===== config.mk =====
export PLATFORM = sky130hd
export DESIGN_NAME = if_fetch
export DESIGN_NICKNAME = d
export VERILOG_FILES = /design/src/rtl/if_fetch_pkg.sv /design/src/rtl/if_fifo.sv /design/src/rtl/if_fetch.sv
export SDC_FILE = /design/constraint.sdc
export NUM_CORES = 1
export LEC_CHECK = 0
export ABC_CLOCK_PERIOD_IN_PS = 5690
export CAP_MARGIN = 0
export CELL_PAD_IN_SITES_DETAIL_PLACEMENT = 0
export CELL_PAD_IN_SITES_GLOBAL_PLACEMENT = 2
export CORE_UTILIZATION = 41
export DETAILED_ROUTE_END_ITERATION = 8
export GPL_TIMING_DRIVEN = 1
export PLACE_DENSITY = 0.81
export SYNTH_ARGS = -nofsm -noshare
export SYNTH_HDL_FRONTEND = slang
export SYNTH_SLANG_ARGS = --single-unit
export TNS_END_PERCENT = 10

===== constraint.sdc =====
create_clock -name clk -period 5.69 [get_ports clk]
set_clock_uncertainty 0.15 [all_clocks]
set_input_delay 1.4225 -clock clk [delete_from_list [all_inputs] [get_ports clk]]
set_output_delay 1.4225 -clock clk [all_outputs]
set_load 0.03 [all_outputs]

===== src/rtl/if_fetch_pkg.sv =====
// if_fetch_pkg: constants shared between the fetch stage and the later
// decode/execute stages.
//   InstAddrBus / InstBus : default instruction-address and instruction widths
//   ZeroWord              : all-zero address word
//   RstEnable             : active level of the synchronous reset
//   WriteEnable           : active level of write strobes
//   PcStepBytes           : PC increment per sequential instruction
//   NopInst               : instruction encoding injected as a bubble
package if_fetch_pkg;

   localparam int InstAddrBus = 32;
   localparam int InstBus     = 64;

   localparam logic [InstAddrBus-1:0] ZeroWord    = '0;
   localparam logic                   RstEnable   = 1'b1;
   localparam logic                   WriteEnable = 1'b1;

   localparam int                     PcStepBytes = 8;
   localparam logic [InstBus-1:0]     NopInst     = '0;

   // Width of a counter that must hold 0..depth inclusive.
   function automatic int cnt_width(input int depth);
      return $clog2(depth) + 1;
   endfunction

endpackage


===== src/rtl/if_fifo.sv =====
// if_fifo: generic synchronous FIFO, first-word-fall-through on dout.
//   clk, rst  : clock, synchronous active-high reset
//   push, din : write din when push (accepted if not full, or full with pop)
//   pop       : drop head entry (ignored when empty)
//   clear     : empty the FIFO; wins over push/pop
//   dout      : current head entry (undefined content when empty)
//   count     : occupancy 0..DEPTH
//   full/empty: occupancy flags
// DEPTH must be a power of two so the pointers wrap naturally.
module if_fifo
   import if_fetch_pkg::*;
#(
   parameter  int WIDTH = 96,
   parameter  int DEPTH = 4,
   localparam int PTR_W = $clog2(DEPTH),
   localparam int CNT_W = cnt_width(DEPTH)
) (
   input  logic             clk,
   input  logic             rst,
   input  logic             push,
   input  logic             pop,
   input  logic             clear,
   input  logic [WIDTH-1:0] din,
   output logic [WIDTH-1:0] dout,
   output logic [CNT_W-1:0] count,
   output logic             full,
   output logic             empty
);

   logic [WIDTH-1:0] mem_q [DEPTH];
   logic [PTR_W-1:0] rd_ptr_q, rd_ptr_d;
   logic [PTR_W-1:0] wr_ptr_q, wr_ptr_d;
   logic [CNT_W-1:0] count_q, count_d;
   logic             do_push, do_pop;

   assign empty = (count_q == '0);
   assign full  = (count_q == CNT_W'(DEPTH));
   assign count = count_q;
   assign dout  = mem_q[rd_ptr_q];

   // A push into a full FIFO is legal when the head leaves in the same cycle:
   // the freed slot is the one the write pointer already addresses.
   assign do_pop  = pop & ~empty;
   assign do_push = push & (~full | do_pop);

   always_comb begin
      rd_ptr_d = rd_ptr_q;
      wr_ptr_d = wr_ptr_q;
      count_d  = count_q;
      if (clear) begin
         rd_ptr_d = '0;
         wr_ptr_d = '0;
         count_d  = '0;
      end else begin
         if (do_pop)  rd_ptr_d = rd_ptr_q + PTR_W'(1);
         if (do_push) wr_ptr_d = wr_ptr_q + PTR_W'(1);
         count_d = count_q + CNT_W'(do_push) - CNT_W'(do_pop);
      end
   end

   always_ff @(posedge clk) begin
      if (rst == RstEnable) begin
         rd_ptr_q <= '0;
         wr_ptr_q <= '0;
         count_q  <= '0;
      end else begin
         rd_ptr_q <= rd_ptr_d;
         wr_ptr_q <= wr_ptr_d;
         count_q  <= count_d;
      end
   end

   // Storage carries no reset; occupancy alone says what is valid.
   always_ff @(posedge clk) begin
      if (rst != RstEnable && !clear && do_push) mem_q[wr_ptr_q] <= din;
   end

endmodule


===== src/rtl/if_fetch.sv =====
// if_fetch: instruction-fetch stage and IF/ID boundary register.
//   clk, rst          : clock, synchronous active-high reset
//   stall_i           : hold the IF/ID outputs
//   flush_i, new_pc_i : redirect; drop all buffered and in-flight fetches
//   imem_req_o/addr_o : fetch request and address (address = fetch PC)
//   imem_gnt_i        : request accepted when req & gnt
//   imem_rvalid_i/rdata_i : in-order responses, one per granted request
//   pc_o, inst_o, valid_o : {pc, inst} to decode; inst_o = NOP when !valid_o
// Optional feature macro IF_BYPASS_EN: a kept response arriving while the
// FIFO is empty and decode is not stalled goes straight into the output
// register, saving one cycle of fetch latency.
// Issue is credit-limited: buffered + outstanding never exceeds DEPTH, so
// every response always has a FIFO slot.
module if_fetch
   import if_fetch_pkg::*;
#(
   parameter int                ADDR_W   = InstAddrBus,
   parameter int                INST_W   = InstBus,
   parameter int                DEPTH    = 4,
   parameter int                PC_STEP  = PcStepBytes,
   parameter logic [ADDR_W-1:0] RESET_PC = '0
) (
   input  logic              clk,
   input  logic              rst,
   input  logic              stall_i,
   input  logic              flush_i,
   input  logic [ADDR_W-1:0] new_pc_i,
   output logic              imem_req_o,
   output logic [ADDR_W-1:0] imem_addr_o,
   input  logic              imem_gnt_i,
   input  logic              imem_rvalid_i,
   input  logic [INST_W-1:0] imem_rdata_i,
   output logic [ADDR_W-1:0] pc_o,
   output logic [INST_W-1:0] inst_o,
   output logic              valid_o
);

   localparam int CNT_W = cnt_width(DEPTH);
   localparam int ENT_W = ADDR_W + INST_W;

   logic [ADDR_W-1:0] fetch_pc_q, fetch_pc_d;
   logic [ADDR_W-1:0] resp_pc_q, resp_pc_d;
   logic [CNT_W-1:0]  outst_q, outst_d;
   logic [CNT_W-1:0]  discard_q, discard_d;
   logic [ADDR_W-1:0] pc_q, pc_d;
   logic [INST_W-1:0] inst_q, inst_d;
   logic              valid_q, valid_d;

   logic              fifo_push, fifo_pop, fifo_clear, fifo_full, fifo_empty;
   logic [ENT_W-1:0]  fifo_dout;
   logic [CNT_W-1:0]  fifo_count;
   logic [CNT_W:0]    credit_used;
   logic              issue, rsp, rsp_drop, rsp_take, bypass;

   if_fifo #(.WIDTH(ENT_W), .DEPTH(DEPTH)) u_fifo (
      .clk   (clk),
      .rst   (rst),
      .push  (fifo_push),
      .pop   (fifo_pop),
      .clear (fifo_clear),
      .din   ({resp_pc_q, imem_rdata_i}),
      .dout  (fifo_dout),
      .count (fifo_count),
      .full  (fifo_full),
      .empty (fifo_empty)
   );

   assign credit_used = {1'b0, fifo_count} + {1'b0, outst_q};
   assign imem_req_o  = (rst != RstEnable) & ~flush_i
                        & (credit_used < (CNT_W+1)'(DEPTH));
   assign imem_addr_o = fetch_pc_q;
   assign issue       = imem_req_o & imem_gnt_i;

   // With nothing outstanding an rvalid cannot belong to us (e.g. a
   // response to a request made before reset), so it is ignored outright.
   assign rsp      = imem_rvalid_i & (outst_q != '0);
   assign rsp_drop = rsp & (flush_i | (discard_q != '0));
   assign rsp_take = rsp & ~rsp_drop;

   always_comb begin
      fetch_pc_d = fetch_pc_q;
      resp_pc_d  = resp_pc_q;
      outst_d    = outst_q + CNT_W'(issue) - CNT_W'(rsp);
      discard_d  = discard_q;
      pc_d       = pc_q;
      inst_d     = inst_q;
      valid_d    = valid_q;
      fifo_pop   = 1'b0;
      fifo_clear = 1'b0;
      bypass     = 1'b0;

      if (issue)    fetch_pc_d = fetch_pc_q + ADDR_W'(PC_STEP);
      if (rsp_take) resp_pc_d  = resp_pc_q + ADDR_W'(PC_STEP);
      if (rsp && discard_q != '0) discard_d = discard_q - CNT_W'(1);

      if (flush_i) begin
         // Everything still in flight after this cycle belongs to the old
         // stream; issue is blocked this cycle so outst_d is exactly that.
         fetch_pc_d = new_pc_i;
         resp_pc_d  = new_pc_i;
         discard_d  = outst_q - CNT_W'(rsp);
         fifo_clear = 1'b1;
         valid_d    = 1'b0;
         inst_d     = NopInst;
      end else if (!stall_i) begin
         if (!fifo_empty) begin
            fifo_pop       = 1'b1;
            {pc_d, inst_d} = fifo_dout;
            valid_d        = 1'b1;
         end
`ifdef IF_BYPASS_EN
         else if (rsp_take) begin
            bypass  = 1'b1;
            pc_d    = resp_pc_q;
            inst_d  = imem_rdata_i;
            valid_d = 1'b1;
         end
`endif
         else begin
            valid_d = 1'b0;
            inst_d  = NopInst;
         end
      end

      fifo_push = rsp_take & ~bypass;
   end

   always_ff @(posedge clk) begin
      if (rst == RstEnable) begin
         fetch_pc_q <= RESET_PC;
         resp_pc_q  <= RESET_PC;
         outst_q    <= '0;
         discard_q  <= '0;
         pc_q       <= '0;
         inst_q     <= NopInst;
         valid_q    <= 1'b0;
      end else begin
         fetch_pc_q <= fetch_pc_d;
         resp_pc_q  <= resp_pc_d;
         outst_q    <= outst_d;
         discard_q  <= discard_d;
         pc_q       <= pc_d;
         inst_q     <= inst_d;
         valid_q    <= valid_d;
      end
   end

   assign pc_o    = pc_q;
   assign inst_o  = inst_q;
   assign valid_o = valid_q;

   // Credit accounting must make an overflowing push impossible.
   a_no_overflow: assert property (@(posedge clk) disable iff (rst)
      !(fifo_push && fifo_full && !fifo_pop && !fifo_clear));

endmodule

==> results list, run 1 <==
- Top achievable clock speed: around 0.22 GHz
- Maximum clock insertion buffer count: 3
* Utilization after layout: 0.513
* Vias in the first global route: 13,000
- STA puts the critical path data required time at approximately 4 ns.
- CTS placed an instance of sky130_fd_sc_hd__clkbuf_16 at the clock tree root.
* Placer congestion estimate: 0.791
- Before antenna repair, the detailed router went through 5 iterations.
- Total Power Consumption: 8.90 mW
* WP data arrival: 2.92 ns
* CTS clk-pin slew, worst paths: 0.06 ns
- H-tree Lvls: 2
- Summed over all failing endpoints, the final setup total negative slack is 0 ns.
- Number of synthesized register bits: 560
* Clock period minus worst slack: ~4.5 ns
- The initial utilization of the core area, before any placement, comes to 0.415.
* Top cell type's share of synthesized area: 0.542
- Count of final setup violators: 0
* Number of slew-limit violations in the final report: 0
* Via total after detailed routing: 12,400
* Final Routed Wirelength: between 40 and 50 mm
- In the finished design, the share of the clock period the worst path needs comes to 0.789.
* Die extent in y: 230 µm
* Count of input and output buffers: 231
- Kind of capture point of the worst setup path: primary output
* Drt drc: 0
- List of cells traversed by the critical path: buf_2, or2_4, nor3_1, clkdlybuf4s50_1
- Each instance of the synthesized netlist takes up on average 15.5 µm².
- Total I/O pin count: 232
- Asr flop ratio synth: 0
- Along the worst path, the maximum fanout reaches 3.
* Post-synth EDFFs: 384
- For this run, the total global-route usage over all layers was measured as 0.189.
* Clock latency on the worst-skew pair: 0.60 ns
- Slowest-stage cell, CP: sky130_fd_sc_hd__clkdlybuf4s50_1
- The synthesized netlist occupies a cell area of 0.0213 mm².
- The largest total area in the synthesized netlist belongs to sky130_fd_sc_hd__edfxtp_1.
- Compared with the post-synthesis result, the final layout area differs by 23.6%.
- The initialized floorplan defines 83 standard-cell rows.
* CTS hold repair buffers: 0
* Sum of overflow across all layers after global routing: 0
- Kind of critical path: in2out
* # resized after CTS: 0
* Slew of the pin with the lowest slew margin: 1.12 ns
- Count of routing violations after the opening detailed-route iteration: between 700 and 800
- Measured in cells, the most critical reg-to-reg path has a length of 12.
- After clock tree synthesis, the setup repair step added 0 buffers.
* Net count after synthesis: 1,494
- The floorplan step defined a core boundary enclosing a little over 0.05 mm².
* Number of antenna repair diodes: 0
* Vias per std cell: 5.30
- During synthesis, Yosys emitted a total of 0 warnings.
- Clock sink total: 560
- Dividing the detail-routed wire length by the instance count gives ~21 µm.
- Cells taking the most area after synthesis: sky130_fd_sc_hd__edfxtp_1, sky130_fd_sc_hd__dfxtp_1, sky130_fd_sc_hd__mux4_2
- Summed over all cells, the static leakage comes to roughly 8.4 nW.
* Antenna-violating nets left: 0
- The largest single stage delay on the critical path is 0.74 ns.
* Maximum number of pins on one net before global-route repair: 86
- For this design the ratio of total power to cell area is 338 mW/mm².
- Die ar.: about 0.053 mm²
- The tool flagged a number of max-cap violations equal to 0.
- Worst supply voltage drop on vdd: between 0.2 and 0.25 mV
- The die is 230 µm wide.
* HPWL after DPL: 30.2 mm
- The initial antenna violation count was 2.
- In the synthesized netlist the dominant register cell turns out to be sky130_fd_sc_hd__edfxtp_1.
- Distinct cell type count of the synthesized netlist: 55
- STA classifies the critical path startpoint as an input pin.
- The hold violation total from the final report came to 0.
- Clock tree synthesis inserted a total of 58 buffers.
* Global-route wire length before repair: 76.8 mm
- Depth of the worst hold-timing path: 2
* Run status: completed
* Most frequent cells in the layout: sky130_fd_sc_hd__edfxtp_1, sky130_fd_sc_hd__clkdlybuf4s50_1, sky130_fd_sc_hd__dfxtp_1
* Final net count: 1,731
* Worst Hold Class: reg2reg
- TritonCTS built the clock tree.
- The share of the Yosys chip area taken by registers is 0.707.
- After technology mapping, the gate count stands at ~1,400.
- Relative slew slack: 0.242
- Most frequent standard cell in the layout excluding fill and tap cells: sky130_fd_sc_hd__edfxtp_1
- Of the cells placed in the final design, the portion with a size suffix greater than 1 is 0.140.
* RSZ-0062 raised after global routing: no
==> critical path, delay by kind of cell <==
family	cells	cell delay, ns
and+or+nand+nor	2	0.60
buffers and inverters	2	0.89
==> kinds of logic (layout without fill, tap and decap cells) <==
| kind of cell | count (synthesis) | in the layout | share of synthesized area |
|---|---|---|---|
| muxes | 101 | 101 | 0.104 |
| buffers and inverters | 109 | 395 | 0.0206 |
| DFF | 560 | 560 | 0.707 |
| and+or+nand+nor | 332 | 332 | 0.0743 |
| xor gates and xnor gates | 46 | 46 | 0.0189 |
| AOI/OAI and AO/OA | 208 | 208 | 0.0638 |
| adders and majority gates | 18 | 18 | 0.0113 |
==> path summary, 6_finish.rpt <==
path	slack, ns	endpoint	start
worst min register to register	0.31	pc_o[20]$_SDFFE_PP0N_	pc_o[20]$_SDFFE_PP0N_
worst max register to register	2.43	outst_q[2]$_SDFF_PP0_	outst_q[2]$_SDFF_PP0_
worst min-delay path	0.31	pc_o[20]$_SDFFE_PP0N_	pc_o[20]$_SDFFE_PP0N_
worst max-delay path	1.20	imem_req_o	rst
==> layer usage <==
metal / vias up / share of wire / track usage
met5: - / 0.00026 / 0
met4: 2 / 0.015 / 0.0385
met3: 63 / 0.051 / 0.0372
met2: 324 / 0.49 / 0.316
met1: 6274 / 0.45 / 0.256
li1: 5743 / - / -
==> cells in the mapped netlist, types with 17 or more instances <==
library cell                 n
sky130_fd_sc_hd__inv_1      30
sky130_fd_sc_hd__a22oi_1    66
sky130_fd_sc_hd__dfxtp_1   176
sky130_fd_sc_hd__a21oi_1    67
sky130_fd_sc_hd__nor2_1    105
sky130_fd_sc_hd__nand3_1    20
sky130_fd_sc_hd__xor2_1     30
sky130_fd_sc_hd__mux4_2     96
sky130_fd_sc_hd__nand4_1    23
sky130_fd_sc_hd__and3_1     17
sky130_fd_sc_hd__clkbuf_1   58
sky130_fd_sc_hd__nand2_1   114
sky130_fd_sc_hd__edfxtp_1  384
==> power breakdown <==
group          leakage (nW)  switching [mW]  internal, mW
sequential             4.91          0.0860          4.43
combinational          2.50           0.321         0.254
clock                 0.952            1.53          2.28
total                  8.36            1.93          6.96
==> registers in the layout (all words and copies together) (netlist names), named ones only <==
name	count
valid_o	1
u_fifo.rd_ptr_q	2
pc_o	32
outst_q	3
inst_o	64
discard_q	3
u_fifo.mem_q	384
u_fifo.wr_ptr_q	2
imem_addr_o	32
u_fifo.count	3
resp_pc_q	32
==> cell type report <==
type | count | area, µm²
Clock buffer | 82 | 1640
Clock inverter | 27 | 293
Fill cell | 4306 | 25000
Inverter | 32 | 120
Multi-Input combinational cell | 705 | 5840
Sequential cell | 560 | 15100
Tap cell | 680 | 851
Timing Repair Buffer | 254 | 2520
==> per-stage QoR <==
| step | worst slack (ns) | instances | hold slack [ns] | area, µm² |
|---|---|---|---|---|
| final | 1.20 | 2340 | 0.307 | 26300 |
| after global routing | 1.23 | 2340 | 0.326 | 26300 |
| after CTS | 1.20 | 2340 | 0.310 | 26300 |
| after detailed placement | 1.19 | 2231 | 0.302 | 24400 |
| after global placement | 1.20 | 2231 | 0.300 | 24400 |
| after floorplan | 0.436 | 1374 | 0.310 | 21300 |
No activity file was read; power rests on OpenSTA's default activity.
==> inputs of run 2 (changes only) <==
Settings changed: ABC_CLOCK_PERIOD_IN_PS 5690 to 4100, CORE_UTILIZATION 41 to 37, PLACE_DENSITY 0.81 to 0.77.
Clock period 5.69 ns to 4.1 ns, I/O delays scaled along.
==> results list, run 2 (synthesis results as in run 1) <==
* Run status: completed
- Die extent in y: 242 µm
- In the final layout, the share of cells above drive strength 1 is 0.145.
* Clock sink total: 560
* # resized after CTS: 0
* Via total after detailed routing: 12,500
- u_fifo.mem_q holds more flip-flops than any other register.
- The worst setup path is launched from a flop.
* Standard cell core area: 0.0566 mm²
- In this run the post-CTS setup repair buffer count came out at 0.
* Area growth from synthesis to layout: 25.1%
* Final Routed Wirelength: around 50 mm
* CTS Buf Count: 57
* Most frequent cells in the layout: sky130_fd_sc_hd__edfxtp_1, sky130_fd_sc_hd__clkdlybuf4s50_1, sky130_fd_sc_hd__dfxtp_1
- Based on the critical path, the design can be clocked at up to 0.284 GHz.
- Count of maximum capacitance violations: 0
- Utilization after layout: 0.471
- At the pin with the least slew margin, the transition time is approximately 1 ns.
- Once layout is complete, the cells apart from fillers number 2,422.
- Count of routing violations after the opening detailed-route iteration: a little over 600
- RSZ-0062 raised after global routing: no
* Maximum number of pins on one net before global-route repair: 73
* CTS hold repair buffers: 0
- Drt drc: 0
- Count of TritonRoute iterations in the first routing pass: 5
* Sw power: 2.72 mW
* Maximum clock insertion buffer count: 3
- The worst setup path is captured at a primary output.
- After layout, the design draws a total of 12.5 mW.
- In the routed layout, each cell is associated on average with a via count of around 5.1.
* Internal power component: 9.76 mW
* Tightest hold margin: 0.303 ns
* Final net count: 1,737
- Flip-flop count of the largest register, all copies and words added: 384
- HPWL after DPL: 31.3 mm
- The initial antenna violation count is 2.
- The hold violation total from the final report was 0.
- On the critical path the largest part of the delay comes from simple AND/OR/NAND/NOR gates.
- The worst path in the final design needs a cycle of 3.53 ns, including I/O delays and setup.
- Placer congestion estimate: 0.775
- Most frequent standard cell in the layout excluding fill and tap cells: sky130_fd_sc_hd__edfxtp_1
- Cell count after placement: 2,314
- The worst hold path belongs to the class reg2reg.
- Worst slack after detailed placement: around 0.36 ns
- Count of final setup violators: 0
- Data on the critical path is required at its endpoint by 2.92 ns.
* Share of power burned in registers: 0.502
- The number of buffers and inverters on the critical path is 1.
- The critical path is of the reg2out type.
- In this run the tool buffered the top-level ports with around 230 buffer cells.
- Across the VDD grid, the largest voltage drop is 0.305 mV.
- WP data arrival: 2.35 ns
- Vias in the first global route: 12,600
* Share of power burned in the clock network: 0.433
* Number of slew-limit violations in the final report: 0
* Number of antenna repair diodes: 0
- Fraction of power spent switching nets: 0.218
* List of cells traversed by the critical path: ha_1, or3_4, nor3_1, buf_12
* Post-route fraction of the period consumed by the critical path: 0.860
- Setup slack closes at approximately 0.57 ns.
* H-tree Lvls: 2
- The initial utilization of the core area, before any placement, comes to 0.376.
- Clock latency on the worst-skew pair: approximately 0.60 ns
- In the final routed layout, each cell accounts on average for approximately 21 µm.
* Crit Path Max Fanout: 5
* Largest stage delay on the critical path: roughly 0.5 ns
- The cell sitting at the root of the clock tree is a sky130_fd_sc_hd__clkbuf_16.
- The die covers 0.0585 mm².
* X dimension of the die: 242 µm
- 232 I/O pins were placed.
* CTS clk-pin slew, worst paths: 0.06 ns
* Sum of overflow across all layers after global routing: 0
- Slowest-stage cell, CP: sky130_fd_sc_hd__dfxtp_1
- Of the total power, combinational logic draws 0.064.
* Leakage: 8.44 nW
* CTS tree: done
- Row cnt: 87
- For this run, the total global-route usage over all layers was measured as 0.172.
- Global-route wire length before repair: 77.4 mm
- In this run the tightest slew margin relative to its limit is 0.342.
* Power density over the cells: around 470 mW/mm²
* Antenna-violating nets left: 0
run 2: changes by cell type in the layout (fill, tap and decap cells not counted), sizes merged:
| cell | previous run | this run |
|---|---|---|
| bufinv | 6 | 9 |
| clkbuf | 82 | 75 |
| buf | 26 | 33 |
| clkinvlp | 1 | 4 |
run 2: worst reg2reg max path, stage by stage (launching register included):
cell and delay, ns:
sky130_fd_sc_hd__dfxtp_1 0.49, sky130_fd_sc_hd__ha_1 0.29, sky130_fd_sc_hd__or3_4 0.42, sky130_fd_sc_hd__nor4b_4 0.25, sky130_fd_sc_hd__inv_2 0.06, sky130_fd_sc_hd__ha_1 0.27
sky130_fd_sc_hd__inv_1 0.05, sky130_fd_sc_hd__ha_1 0.12, sky130_fd_sc_hd__inv_1 0.05, sky130_fd_sc_hd__fa_1 0.37, sky130_fd_sc_hd__xnor2_1 0.18, sky130_fd_sc_hd__xnor2_1 0.13
sky130_fd_sc_hd__nor2_1 0.05
run 2: area by class of cell:
| class | instances | area [µm²] |
|---|---|---|
| timing repair buffer | 261 | 2720 |
| inverter | 32 | 120 |
| multi-input combinational | 705 | 5830 |
| tap | 756 | 946 |
| fill | 4882 | 30000 |
| clock inverter | 33 | 402 |
| clock buffer | 75 | 1570 |
| sequential | 560 | 15100 |
run 2: path summary, 6_finish.rpt:
| kind | from | endpoint | slack [ns] | cells after the start |
|---|---|---|---|---|
| setup / recovery | outst_q[2]$_SDFF_PP0_ | imem_req_o | 0.57 | 4 |
| hold reg to reg | pc_o[18]$_SDFFE_PP0N_ | pc_o[18]$_SDFFE_PP0N_ | 0.30 | 2 |
| hold / removal | pc_o[18]$_SDFFE_PP0N_ | pc_o[18]$_SDFFE_PP0N_ | 0.30 | 2 |
| setup reg to reg | outst_q[2]$_SDFF_PP0_ | outst_q[2]$_SDFF_PP0_ | 1.09 | 12 |
run 2: through the flow:
step / setup TNS, ns / instance area, µm²
3_5_place_dp: 0 / 24700
6_report: 0 / 26600
3_3_place_gp: 0 / 24700
4_1_cts: 0 / 26600
5_1_grt: 0 / 26600
2_1_floorplan: -217.87 / 21300
run 2: per-layer routing:
layer	routed length, µm	global-route usage	share of wire
met5	26	0	0.00052
met4	790	0.0380	0.016
met3	2490	0.0361	0.050
met2	24300	0.282	0.48
met1	22600	0.234	0.45
run 2: power by group through the flow:
| stage | Sequential, mW | Clock [mW] | Combinational, mW |
|---|---|---|---|
| after floorplan | 6.41 | 0 | 0.416 |
| after global placement | 6.38 | 0 | 0.807 |
| after detailed placement | 6.39 | 0 | 0.812 |
| after CTS | 6.27 | 5.56 | 0.817 |
| after global routing | 6.28 | 5.76 | 0.880 |
| final | 6.27 | 5.41 | 0.805 |
==> inputs of run 3 (changes only) <==
Settings changed: CORE_MARGIN set to 1.5.
==> results list, run 3 (synthesis results as in run 1) <==
- Summed over all layers, the routed wires come to 49.6 mm.
* Worst supply voltage drop on vdd: 0.334 mV
* Largest stage delay on the critical path: about 0.71 ns
- Vias in the first global route: 12,800
- Worst slack after detailed placement: between 0.3 and 0.4 ns
- Detailed placement finished with a half-perimeter wire length of roughly 30 mm.
- CTS Buf Count: 58
- Once layout is done, the placed cells without fillers occupy 0.0266 mm².
- u_fifo.mem_q holds more flip-flops than any other register.
- Leakage: 8.42 nW
* Via total after detailed routing: 12,400
* Slew of the pin with the lowest slew margin: a little under 1 ns
- The number of hold buffers added after CTS was 0.
- Proportion of layout cells with a drive suffix above 1: 0.148
- The hold violation total from the final report is 0.
* Worst EP required: 2.92 ns
- Maximum number of pins on one net before global-route repair: 73
- Most frequent standard cell in the layout excluding fill and tap cells: sky130_fd_sc_hd__edfxtp_1
- Setup violations remaining at the end of the flow were counted as 0.
- The die covers 0.0590 mm².
- The worst path meets setup with 0.251 ns of slack.
- The floorplan step defined a core boundary enclosing 0.0566 mm².
* Run status: completed
- On the critical path the largest part of the delay comes from buffers and inverters.
* Area after DPL: 0.0246 mm²
- TritonCTS built the clock tree.
- Once the clock tree was built, the resizer swapped 0 gates to a different size.
- Number of slew-limit violations in the final report: 0
* Global-route wire length before repair: 76.8 mm
- Clock-pin slew was measured on the worst setup and hold paths at around 0.060 ns.
* Area growth from synthesis to layout: 24.9%
- Walking the worst path, the cells encountered are ha_1, or3_4, nor3_1, clkdlybuf4s50_1.
- Sum of overflow across all layers after global routing: 0
- Relative slew slack: 0.350
* Count of TritonRoute iterations in the first routing pass: 4
- Clock sink total: 560
- The critical path is of the reg2out type.
* Most frequent cells in the layout: sky130_fd_sc_hd__edfxtp_1, sky130_fd_sc_hd__clkdlybuf4s50_1, sky130_fd_sc_hd__dfxtp_1
- Startpoint type of the worst setup path: flop
* Kind of capture point of the worst setup path: primary output
- Maximum clock insertion buffer count: 3
- Port buffering added 231 buffers.
- In this run the worst hold path is classified as reg2reg.
- Initial Util: 0.376
- Post-route fraction of the period consumed by the critical path: 0.939
- CTS built an H-tree with a depth of 2.
- Vias per std cell: 5.13
* Number of antenna repair diodes: 0
- Count of maximum capacitance violations: 0
- Measured along the y axis, the die boundary spans about 240 µm.
* Antenna violations before repair: 4
* Global routing usage summed across all routing layers: 0.169
- Setup repair after global routing left no endpoint under its margin.
- Counting both buffers and inverters, the worst setup path holds a total of 1.
- The tree is rooted in a sky130_fd_sc_hd__clkbuf_16.
- Final net count: around 1,700
- Drt drc: 0
* Count of routing violations after the opening detailed-route iteration: between 600 and 700
- Flip-flop count of the largest register, all copies and words added: 384
- The floorplan has 87 rows.
* Top achievable clock speed: 0.260 GHz
* Utilization after layout: 0.470
* X dimension of the die: 243 µm
- Data on the critical path arrives at its endpoint at 2.67 ns.
- Average wire length per cell after detail routing: between 20 and 25 µm
- The largest individual stage delay along the critical path comes from the cell sky130_fd_sc_hd__clkdlybuf4s50_1.
* Post-CTS setup buffers: 0
- Placer congestion estimate: 0.761
- In this run the count of I/O pins placed on the die edge is 232.
* Crit Path Max Fanout: 5
- In this run the remaining antenna-violating nets after routing total 0.
- The clock reaches the later pin of the worst-skew pair after between 0.6 and 0.7 ns.
- The smallest clock period supported by the final layout is computed as about 3.8 ns.
- For this design the ratio of total power to cell area is 472 mW/mm².
==> run 3: cell count changes in the layout (fill, tap and decap cells not counted) <==
cell	previous run	this run
sky130_fd_sc_hd__clkbuf_1	13	9
sky130_fd_sc_hd__buf_2	1	2
sky130_fd_sc_hd__bufinv_16	9	10
sky130_fd_sc_hd__buf_4	17	21
sky130_fd_sc_hd__clkdlybuf4s50_1	228	229
sky130_fd_sc_hd__inv_6	2	1
sky130_fd_sc_hd__clkinv_1	5	3
sky130_fd_sc_hd__clkinv_4	0	1
sky130_fd_sc_hd__buf_12	15	8
sky130_fd_sc_hd__clkinvlp_4	4	10
==> run 3: worst paths after layout <==
kind / startpoint / end / slack, ns / depth (start not counted)
worst max register to register: outst_q[2]$_SDFF_PP0_ / outst_q[2]$_SDFF_PP0_ / 1.12 / 12
worst min register to register: pc_o[25]$_SDFFE_PP0N_ / pc_o[25]$_SDFFE_PP0N_ / 0.31 / 2
worst max-delay path: outst_q[2]$_SDFF_PP0_ / imem_req_o / 0.25 / 4
worst min-delay path: pc_o[25]$_SDFFE_PP0N_ / pc_o[25]$_SDFFE_PP0N_ / 0.31 / 2
==> run 3: report_power, final <==
group | total, mW | switching [mW] | internal [mW]
combinational | 0.798 | 0.440 | 0.357
sequential | 6.26 | 0.117 | 6.15
clock | 5.50 | 2.18 | 3.32
==> run 3: metrics by stage <==
step / hold WS, ns / power [mW] / instances / setup TNS (ns)
2_1_floorplan: 0.310 / 6.82 / 1374 / -217.87
3_3_place_gp: 0.298 / 7.18 / 2313 / 0
3_5_place_dp: 0.300 / 7.19 / 2313 / 0
4_1_cts: 0.308 / 12.7 / 2422 / 0
5_1_grt: 0.326 / 13.0 / 2422 / 0
6_report: 0.305 / 12.6 / 2422 / 0
==> run 3: layer usage <==
layer	GRT usage	wire, µm
met5	0	55
met4	0.0395	832
met3	0.0372	2760
met2	0.285	24200
met1	0.221	21700
==> run 3: area by class of cell <==
type / count / area, µm²
Clock inverter: 38 / 469
Clock buffer: 71 / 1550
Timing Repair Buffer: 260 / 2620
Inverter: 32 / 120
Tap cell: 756 / 946
Sequential cell: 560 / 15100
Fill cell: 4958 / 30000
Multi-Input combinational cell: 705 / 5830
==> run 3: worst min-delay path, delay by kind of cell, from the launching register on <==
kind            cells  cell delay [ns]
compound gates      1             0.05
flops               1             0.31
simple gates        1             0.05
